===== src/rtl/gat_pkg.sv =====
// Shared state encoding and default feature-memory geometry for the GAT layer scheduler.
package gat_pkg;

    typedef enum logic [2:0] {
        IDLE      = 3'd0,
        WAIT_LOAD = 3'd1,
        KICK      = 3'd2,
        WAIT_ACK  = 3'd3,
        WAIT_DONE = 3'd4,
        READBACK  = 3'd5,
        FINISH    = 3'd6
    } gat_state_e;

    localparam int GAT_FEAT_DEPTH = 43328;
    localparam int GAT_FEAT_WIDTH = 32;

endpackage


===== src/rtl/gat_rd_fifo.sv =====
// Small register-based FIFO that buffers feature words between the BRAM read pipeline
// and the result stream; read data is presented combinationally from the head entry.
module gat_rd_fifo #(
    parameter int DEPTH = 3,
    parameter int WIDTH = 33
) (
    input  logic                         clk,
    input  logic                         rst,
    input  logic                         wr_en,
    input  logic [WIDTH-1:0]             wr_data,
    input  logic                         rd_en,
    output logic [WIDTH-1:0]             rd_data,
    output logic [$clog2(DEPTH+1)-1:0]   count,
    output logic                         empty
);

    localparam int PW = (DEPTH > 1) ? $clog2(DEPTH) : 1;
    localparam int CW = $clog2(DEPTH + 1);

    logic [WIDTH-1:0] mem_r [DEPTH];
    logic [PW-1:0]    wr_ptr_r;
    logic [PW-1:0]    rd_ptr_r;
    logic [CW-1:0]    count_r;
    logic             push_s;
    logic             pop_s;

    function automatic logic [PW-1:0] ptr_inc(input logic [PW-1:0] p);
        if (p == PW'(DEPTH - 1)) begin
            return {PW{1'b0}};
        end else begin
            return p + PW'(1);
        end
    endfunction

    assign push_s = wr_en && (count_r != CW'(DEPTH));
    assign pop_s  = rd_en && (count_r != {CW{1'b0}});

    // Storage array; contents are don't-care while empty, so no reset is needed.
    always_ff @(posedge clk) begin
        if (push_s) begin
            mem_r[wr_ptr_r] <= wr_data;
        end
    end

    // Pointers and occupancy.
    always_ff @(posedge clk) begin
        if (rst) begin
            wr_ptr_r <= {PW{1'b0}};
            rd_ptr_r <= {PW{1'b0}};
            count_r  <= {CW{1'b0}};
        end else begin
            if (push_s) begin
                wr_ptr_r <= ptr_inc(wr_ptr_r);
            end
            if (pop_s) begin
                rd_ptr_r <= ptr_inc(rd_ptr_r);
            end
            count_r <= count_r + CW'(push_s) - CW'(pop_s);
        end
    end

    assign rd_data = mem_r[rd_ptr_r];
    assign count   = count_r;
    assign empty   = (count_r == {CW{1'b0}});

endmodule


===== src/rtl/gat_layer_scheduler.sv =====
// Sequences GAT layers on the core, then streams the final feature memory out.
// Optional per-phase watchdog enabled by defining GAT_SCHED_TIMEOUT_EN.
module gat_layer_scheduler
    import gat_pkg::*;
#(
    parameter int NUM_LAYERS        = 2,
    parameter int NEW_FEATURE_DEPTH = GAT_FEAT_DEPTH,
    parameter int NEW_FEATURE_WIDTH = GAT_FEAT_WIDTH,
    parameter int RD_LAT            = 2,
    parameter int TIMEOUT_CYCLES    = 2**24
) (
    input  logic                                 clk,
    input  logic                                 rst,
    input  logic                                 start,
    input  logic                                 h_data_load_done,
    input  logic                                 h_node_info_load_done,
    input  logic                                 wgt_load_done,
    input  logic                                 gat_ready,
    output logic                                 gat_layer,
    output logic                                 core_start,
    output logic                                 load_req,
    output logic [$clog2(NEW_FEATURE_DEPTH)-1:0] feat_addr,
    input  logic [NEW_FEATURE_WIDTH-1:0]         feat_dout,
    output logic                                 m_valid,
    output logic [NEW_FEATURE_WIDTH-1:0]         m_data,
    output logic                                 m_last,
    input  logic                                 m_ready,
    output logic                                 busy,
    output logic                                 done,
    output logic                                 error
);

    localparam int AW  = $clog2(NEW_FEATURE_DEPTH);
    localparam int LW  = $clog2(NUM_LAYERS + 1);
    localparam int FD  = RD_LAT + 1;
    localparam int FCW = $clog2(FD + 1);
    localparam int CRW = FCW + 1;

    gat_state_e            state_r;
    gat_state_e            next_state_s;
    logic [LW-1:0]         layer_r;
    logic                  all_loaded_s;
    logic                  more_layers_s;
    logic                  timeout_s;

    logic                  core_start_s, load_req_s, busy_s, done_s;
    logic                  core_start_r, load_req_r, busy_r, done_r;

    logic [AW-1:0]         feat_addr_r;
    logic                  rd_all_r;
    logic                  last_addr_s;
    logic                  issue_s;
    logic [FCW-1:0]        outstanding_r;
    logic [RD_LAT-1:0]     vld_pipe_r;
    logic [RD_LAT-1:0]     last_pipe_r;
    logic [CRW-1:0]        credit_s;

    logic                  fifo_wr_s;
    logic [NEW_FEATURE_WIDTH:0] fifo_rd_data_s;
    logic [FCW-1:0]        fifo_count_s;
    logic                  fifo_empty_s;
    logic                  fifo_last_s;
    logic                  m_valid_s;
    logic                  pop_s;

    assign all_loaded_s  = h_data_load_done && h_node_info_load_done && wgt_load_done;
    assign more_layers_s = (layer_r + LW'(1)) < LW'(NUM_LAYERS);

    // State register.
    always_ff @(posedge clk) begin
        if (rst) begin
            state_r <= IDLE;
        end else begin
            state_r <= next_state_s;
        end
    end

    // Next-state decode; the watchdog takes priority over normal progress.
    always_comb begin
        next_state_s = state_r;
        case (state_r)
            IDLE: begin
                if (start) next_state_s = WAIT_LOAD;
                else       next_state_s = IDLE;
            end
            WAIT_LOAD: begin
                if (timeout_s)         next_state_s = IDLE;
                else if (all_loaded_s) next_state_s = KICK;
                else                   next_state_s = WAIT_LOAD;
            end
            KICK: begin
                next_state_s = WAIT_ACK;
            end
            WAIT_ACK: begin
                if (timeout_s)       next_state_s = IDLE;
                else if (!gat_ready) next_state_s = WAIT_DONE;
                else                 next_state_s = WAIT_ACK;
            end
            WAIT_DONE: begin
                if (timeout_s) begin
                    next_state_s = IDLE;
                end else if (gat_ready) begin
                    if (more_layers_s) next_state_s = WAIT_LOAD;
                    else               next_state_s = READBACK;
                end else begin
                    next_state_s = WAIT_DONE;
                end
            end
            READBACK: begin
                if (pop_s && fifo_last_s) next_state_s = FINISH;
                else                      next_state_s = READBACK;
            end
            FINISH: begin
                next_state_s = IDLE;
            end
            default: begin
                next_state_s = IDLE;
            end
        endcase
    end

    // Output decode from the upcoming state so the registered copies track state_r exactly.
    always_comb begin
        core_start_s = 1'b0;
        load_req_s   = 1'b0;
        done_s       = 1'b0;
        busy_s       = 1'b1;
        case (next_state_s)
            IDLE:      busy_s       = 1'b0;
            WAIT_LOAD: load_req_s   = 1'b1;
            KICK:      core_start_s = 1'b1;
            FINISH:    done_s       = 1'b1;
            default:   busy_s       = 1'b1;
        endcase
    end

    // Registered control outputs.
    always_ff @(posedge clk) begin
        if (rst) begin
            core_start_r <= 1'b0;
            load_req_r   <= 1'b0;
            busy_r       <= 1'b0;
            done_r       <= 1'b0;
        end else begin
            core_start_r <= core_start_s;
            load_req_r   <= load_req_s;
            busy_r       <= busy_s;
            done_r       <= done_s;
        end
    end

    // Layer counter: cleared on an accepted start, advanced when the core finishes a layer.
    always_ff @(posedge clk) begin
        if (rst) begin
            layer_r <= {LW{1'b0}};
        end else if ((state_r == IDLE) && start) begin
            layer_r <= {LW{1'b0}};
        end else if ((state_r == WAIT_DONE) && gat_ready && !timeout_s) begin
            layer_r <= layer_r + LW'(1);
        end
    end

    // Issue credit counts the head word as already gone when it pops this cycle,
    // which is what lets the stream run at one word per clock.
    assign pop_s       = m_valid_s && m_ready;
    assign credit_s    = CRW'(outstanding_r) + CRW'(fifo_count_s) - CRW'(pop_s);
    assign last_addr_s = (feat_addr_r == AW'(NEW_FEATURE_DEPTH - 1));
    assign issue_s     = (state_r == READBACK) && !rd_all_r && (credit_s < CRW'(FD));
    assign fifo_wr_s   = vld_pipe_r[RD_LAT-1];

    // Read address generator; parked at zero outside readback.
    always_ff @(posedge clk) begin
        if (rst || (state_r != READBACK)) begin
            feat_addr_r <= {AW{1'b0}};
            rd_all_r    <= 1'b0;
        end else if (issue_s) begin
            if (last_addr_s) begin
                rd_all_r <= 1'b1;
            end else begin
                feat_addr_r <= feat_addr_r + AW'(1);
            end
        end
    end

    // BRAM latency tracker and in-flight read count.
    always_ff @(posedge clk) begin
        if (rst) begin
            vld_pipe_r    <= {RD_LAT{1'b0}};
            last_pipe_r   <= {RD_LAT{1'b0}};
            outstanding_r <= {FCW{1'b0}};
        end else begin
            vld_pipe_r[0]  <= issue_s;
            last_pipe_r[0] <= issue_s && last_addr_s;
            for (int i = 1; i < RD_LAT; i++) begin
                vld_pipe_r[i]  <= vld_pipe_r[i-1];
                last_pipe_r[i] <= last_pipe_r[i-1];
            end
            outstanding_r <= outstanding_r + FCW'(issue_s) - FCW'(fifo_wr_s);
        end
    end

    gat_rd_fifo #(
        .DEPTH (FD),
        .WIDTH (NEW_FEATURE_WIDTH + 1)
    ) u_rd_fifo (
        .clk     (clk),
        .rst     (rst),
        .wr_en   (fifo_wr_s),
        .wr_data ({last_pipe_r[RD_LAT-1], feat_dout}),
        .rd_en   (pop_s),
        .rd_data (fifo_rd_data_s),
        .count   (fifo_count_s),
        .empty   (fifo_empty_s)
    );

    assign m_valid_s   = !fifo_empty_s;
    assign fifo_last_s = fifo_rd_data_s[NEW_FEATURE_WIDTH];

`ifdef GAT_SCHED_TIMEOUT_EN
    localparam int TCW = $clog2(TIMEOUT_CYCLES + 1);

    logic [TCW-1:0] phase_cnt_r;
    logic           in_phase_s;
    logic           error_r;

    assign in_phase_s = (state_r == WAIT_LOAD) || (state_r == WAIT_ACK) || (state_r == WAIT_DONE);
    assign timeout_s  = in_phase_s && (phase_cnt_r == TCW'(TIMEOUT_CYCLES - 1));

    // Per-phase cycle counter, restarted on every state change.
    always_ff @(posedge clk) begin
        if (rst || (next_state_s != state_r) || !in_phase_s) begin
            phase_cnt_r <= {TCW{1'b0}};
        end else begin
            phase_cnt_r <= phase_cnt_r + TCW'(1);
        end
    end

    // Sticky watchdog flag.
    always_ff @(posedge clk) begin
        if (rst) begin
            error_r <= 1'b0;
        end else if (timeout_s) begin
            error_r <= 1'b1;
        end
    end

    assign error = error_r;
`else
    // Watchdog compiled out: phases wait forever and the limit parameter is inert.
    logic unused_timeout_s;
    assign unused_timeout_s = (TIMEOUT_CYCLES > 0);
    assign timeout_s        = 1'b0;
    assign error            = 1'b0;
`endif

    assign gat_layer  = layer_r[0];
    assign core_start = core_start_r;
    assign load_req   = load_req_r;
    assign busy       = busy_r;
    assign done       = done_r;
    assign feat_addr  = feat_addr_r;
    assign m_valid    = m_valid_s;
    assign m_data     = m_valid_s ? fifo_rd_data_s[NEW_FEATURE_WIDTH-1:0] : {NEW_FEATURE_WIDTH{1'b0}};
    assign m_last     = m_valid_s && fifo_last_s;

endmodule


===== config.mk =====
export PLATFORM = sky130hd
export DESIGN_NAME = gat_layer_scheduler
export DESIGN_NICKNAME = d
export VERILOG_FILES = /design/src/rtl/gat_pkg.sv /design/src/rtl/gat_rd_fifo.sv /design/src/rtl/gat_layer_scheduler.sv
export SDC_FILE = /design/constraint.sdc
export NUM_CORES = 1
export LEC_CHECK = 0
export ABC_AREA = 1
export CAP_MARGIN = 5
export CORE_AREA = 2 2 189 117
export CTS_BUF_LIST = sky130_fd_sc_hd__clkbuf_16
export CTS_CLUSTER_DIAMETER = 50
export DETAILED_ROUTE_END_ITERATION = 8
export DIE_AREA = 0 0 191 119
export SYNTH_ARGS = -nofsm -noshare
export SYNTH_HDL_FRONTEND = slang
export SYNTH_HIERARCHICAL = 1
export SYNTH_SLANG_ARGS = --single-unit
export TNS_END_PERCENT = 5

===== constraint.sdc =====
create_clock -name clk -period 4.2 [get_ports clk]
set_clock_uncertainty 0.05 [all_clocks]
set_input_delay 1.05 -clock clk [delete_from_list [all_inputs] [get_ports clk]]
set_output_delay 1.05 -clock clk [all_outputs]
set_load 0.02 [all_outputs]

==> flow_summary.json <==
{
  "muxShareOfSynthArea": 0,
  "hold_viol_final": 0,
  "crit_cells": 7,
  "r2r_slack_ns": 1.11,
  "startpoint_type": "register",
  "reg2reg_from": "u_rd_fifo/count[1]",
  "max_slew_margin": 0.5924,
  "syn_area_per_cell_um2": 9.744,
  "fin_setup_tns_ns": 0,
  "crit_end": "m_last",
  "ys_warn_count": 6,
  "synth_seq_cells": 139,
  "hp-class": "reg -> reg",
  "grt_use_total": 0.1265,
  "hold_start": "last_pipe_r[0]",
  "die_area_um2": 22730,
  "hpwl_mm": 8.920,
  "syn-cell-area_um2": 6197,
  "critPathMaxStageDelay_ns": 0.61,
  "io_pins": 96,
  "synth_top_flop_cell": "edfxtp_1",
  "hold_buffers": 0,
  "ant_nets": 0,
  "synth_nets": 684,
  "root_buffer": "clkbuf_16",
  "finalPower_mw": 3.098,
  "htreeDepth": 4,
  "port_buffers": 94,
  "synth_top_area_share": 0.4797,
  "rsz0062_at_grt": "no",
  "synth_edf_count": 99,
  "rr_endpoint": "outstanding_r[1]",
  "die_w_um": 191,
  "via_per_inst": 4.355,
  "synthSimpleGateAreaFrac": 0.1900,
  "worstPathMaxFanout": 33,
  "nFillCells": 2121,
  "ys_seq_area_frac": 0.6089,
  "synthAdderAreaFrac": 0.01736,
  "first_iter_violations": 217,
  "synth_top_area_cell": "edfxtp_1",
  "synth_xor_area_frac": 0.01413,
  "drv_slew": 0,
  "vdd_drop_max_uv": 268.1,
  "setup_viol": 0,
  "clkSlewWorstSetupHoldPaths_ns": 0.06,
  "synth_compound_area_frac": 0.08278,
  "synth_top_family_by_area": "simple AND/OR/NAND/NOR gates",
  "synth_area_leaders": "edfxtp_1 (48%), dfxtp_1 (13%), nor2_1 (6.7%), nand2_1 (6.5%), a21oi_1 (6.0%)",
  "insertion_delay_ns": 0.41,
  "final.min_clock_period_ns": 3.530,
  "nNetsFinal": 783,
  "drv_cap": 0,
  "gp_congestion": 0.8196,
  "cp_slowest_cell": "clkdlybuf4s50_1",
  "drc": 0,
  "coreArea_um2": 21280,
  "cp_top_family": "buffers and inverters",
  "yosys-top-cells-count": "nor2_1 (110), nand2_1 (108), edfxtp_1 (99), inv_1 (82), a21oi_1 (74)",
  "arrival_ns": 2.43,
  "yosysMostFrequentCell": "nor2_1",
  "area_growth_syn_to_layout_pct": 29.07,
  "grt_first_pass_wirelength_mm": 22.32,
  "rows": 42,
  "grt_overflow": 0,
  "worst_pin_slew_ns": 0.6107,
  "multi_input_area_um2": 1902,
  "grt_pass1_vias": 4227,
  "critical_path_class": "reg -> out",
  "rr_worst_depth": 15,
  "syn_inst": 636,
  "cts_resized": 0,
  "n_antenna_cell": 0,
  "cts_buffers": 17,
  "yosysUniqueCellTypes": 34,
  "finalCritPeriodShare": 0.8405,
  "first_pass_iters": 4,
  "start_util": 0.2912,
  "cts.sinks": 139,
  "cp_cell_sequence": "buf_4 -> clkinv_4 -> nand2_1 -> a21oi_1 -> inv_1 -> nor2_1 -> clkdlybuf4s50_1",
  "drive_gt1_frac": 0.1083,
  "path_buf_inv": 4,
  "die_h_um": 119,
  "powerDensity_nw_per_um2": 387.3,
  "antenna_found_initial": 0,
  "wirelength_mm": 14.01,
  "setup.worst_path.end_class": "output pin",
  "status": "complete, no violations",
  "crit_required_ns": 3.10,
  "clock_path_buffers": 2,
  "seq_area_um2": 3774,
  "leakage_nw": 2.977,
  "wire_per_inst_um": 13.55,
  "fmax_mhz": 283.3,
  "synthArstFlopShare": 0,
  "vias": 4503,
  "postCtsSetupBuffers": 0,
  "grt_max_degree": 34,
  "cts_tree": "done"
}
where the power goes:
| group | switching [mW] | internal (mW) |
|---|---|---|
| Combinational | 0.0295 | 0.0414 |
| Clock | 0.608 | 0.947 |
| Sequential | 0.00349 | 1.47 |
| Total | 0.641 | 2.46 |
layout by cell type, fill, tap and decap left out, drive strengths merged, types with 4 or more instances in the layout:
| master | n |
|---|---|
| nand4 | 11 |
| dfxtp | 40 |
| nand2 | 119 |
| nor2 | 115 |
| o21ai | 4 |
| xor2 | 9 |
| a21oi | 88 |
| nand3 | 24 |
| clkbuf | 17 |
| buf | 9 |
| clkdlybuf4s50 | 94 |
| ha | 7 |
| inv | 92 |
| clkinv | 6 |
| edfxtp | 99 |
worst min-delay path by stage:
stage | end | slack (ns) | cells after the start
detailed placement | vld_pipe_r[1] | 0.35 | 2
floorplan | last_pipe_r[1] | 0.34 | 2
CTS | vld_pipe_r[1] | 0.36 | 2
global placement | last_pipe_r[1] | 0.35 | 2
global route | last_pipe_r[1] | 0.38 | 2
finish | last_pipe_r[1] | 0.36 | 2
flip-flops by register name, indices dropped and copies added, names as in the netlist, named ones only:
| register | cells |
|---|---|
| u_rd_fifo/mem_r | 99 |
| feat_addr | 16 |
| state_r | 3 |
| last_pipe_r | 2 |
| layer_r | 2 |
| outstanding_r | 2 |
| u_rd_fifo/count | 2 |
| u_rd_fifo/rd_ptr_r | 2 |
| u_rd_fifo/wr_ptr_r | 2 |
| vld_pipe_r | 2 |
| busy | 1 |
| core_start | 1 |
| done | 1 |
| load_req | 1 |
| rd_all_r | 1 |
final cells by class:
cell class	count	share of cell area
clock inverter	15	0.02362
clock buffer	17	0.05318
timing repair buffer	103	0.1261
sequential	139	0.4718
multi-input combinational	385	0.2378
tap	286	0.04474
inverter	89	0.04286
per-stage QoR:
stage                     worst slack, ns  instances  utilization  area (um^2)  hold WS, ns
after floorplan                    0.8766        636            -         6197       0.3383
after global placement             0.6458       1002       0.3470         7385       0.3482
after detailed placement           0.5703       1002       0.3470         7385       0.3503
after CTS                          0.5965       1034       0.3758         7999       0.3644
after global routing               0.4509       1034       0.3758         7999       0.3751
final                              0.6697       1034       0.3758         7999       0.3582
kinds of logic (layout without fill, tap and decap cells):
group / count (synthesis) / count (layout)
xor+xnor: 10 / 10
other cells: 1 / 1
simple gates: 274 / 274
compound gates: 92 / 92
flops: 139 / 139
fa+ha+maj: 8 / 8
buf+inv: 112 / 224
worst min-delay path: cells and delay by family, from the launching register on:
family / cells / cell delay, ns
buffers and inverters: 1 / 0.04
and+or+nand+nor: 1 / 0.03
DFF: 1 / 0.29
layer usage:
layer	track usage	vias to the layer above	wire [um]
met2	0.1744	99	5794
met3	0.03271	12	767
li1	-	2277	-
met1	0.1910	2115	7329
met5	0	-	0
met4	0.03924	0	120
(Power assumes the default switching activity.)
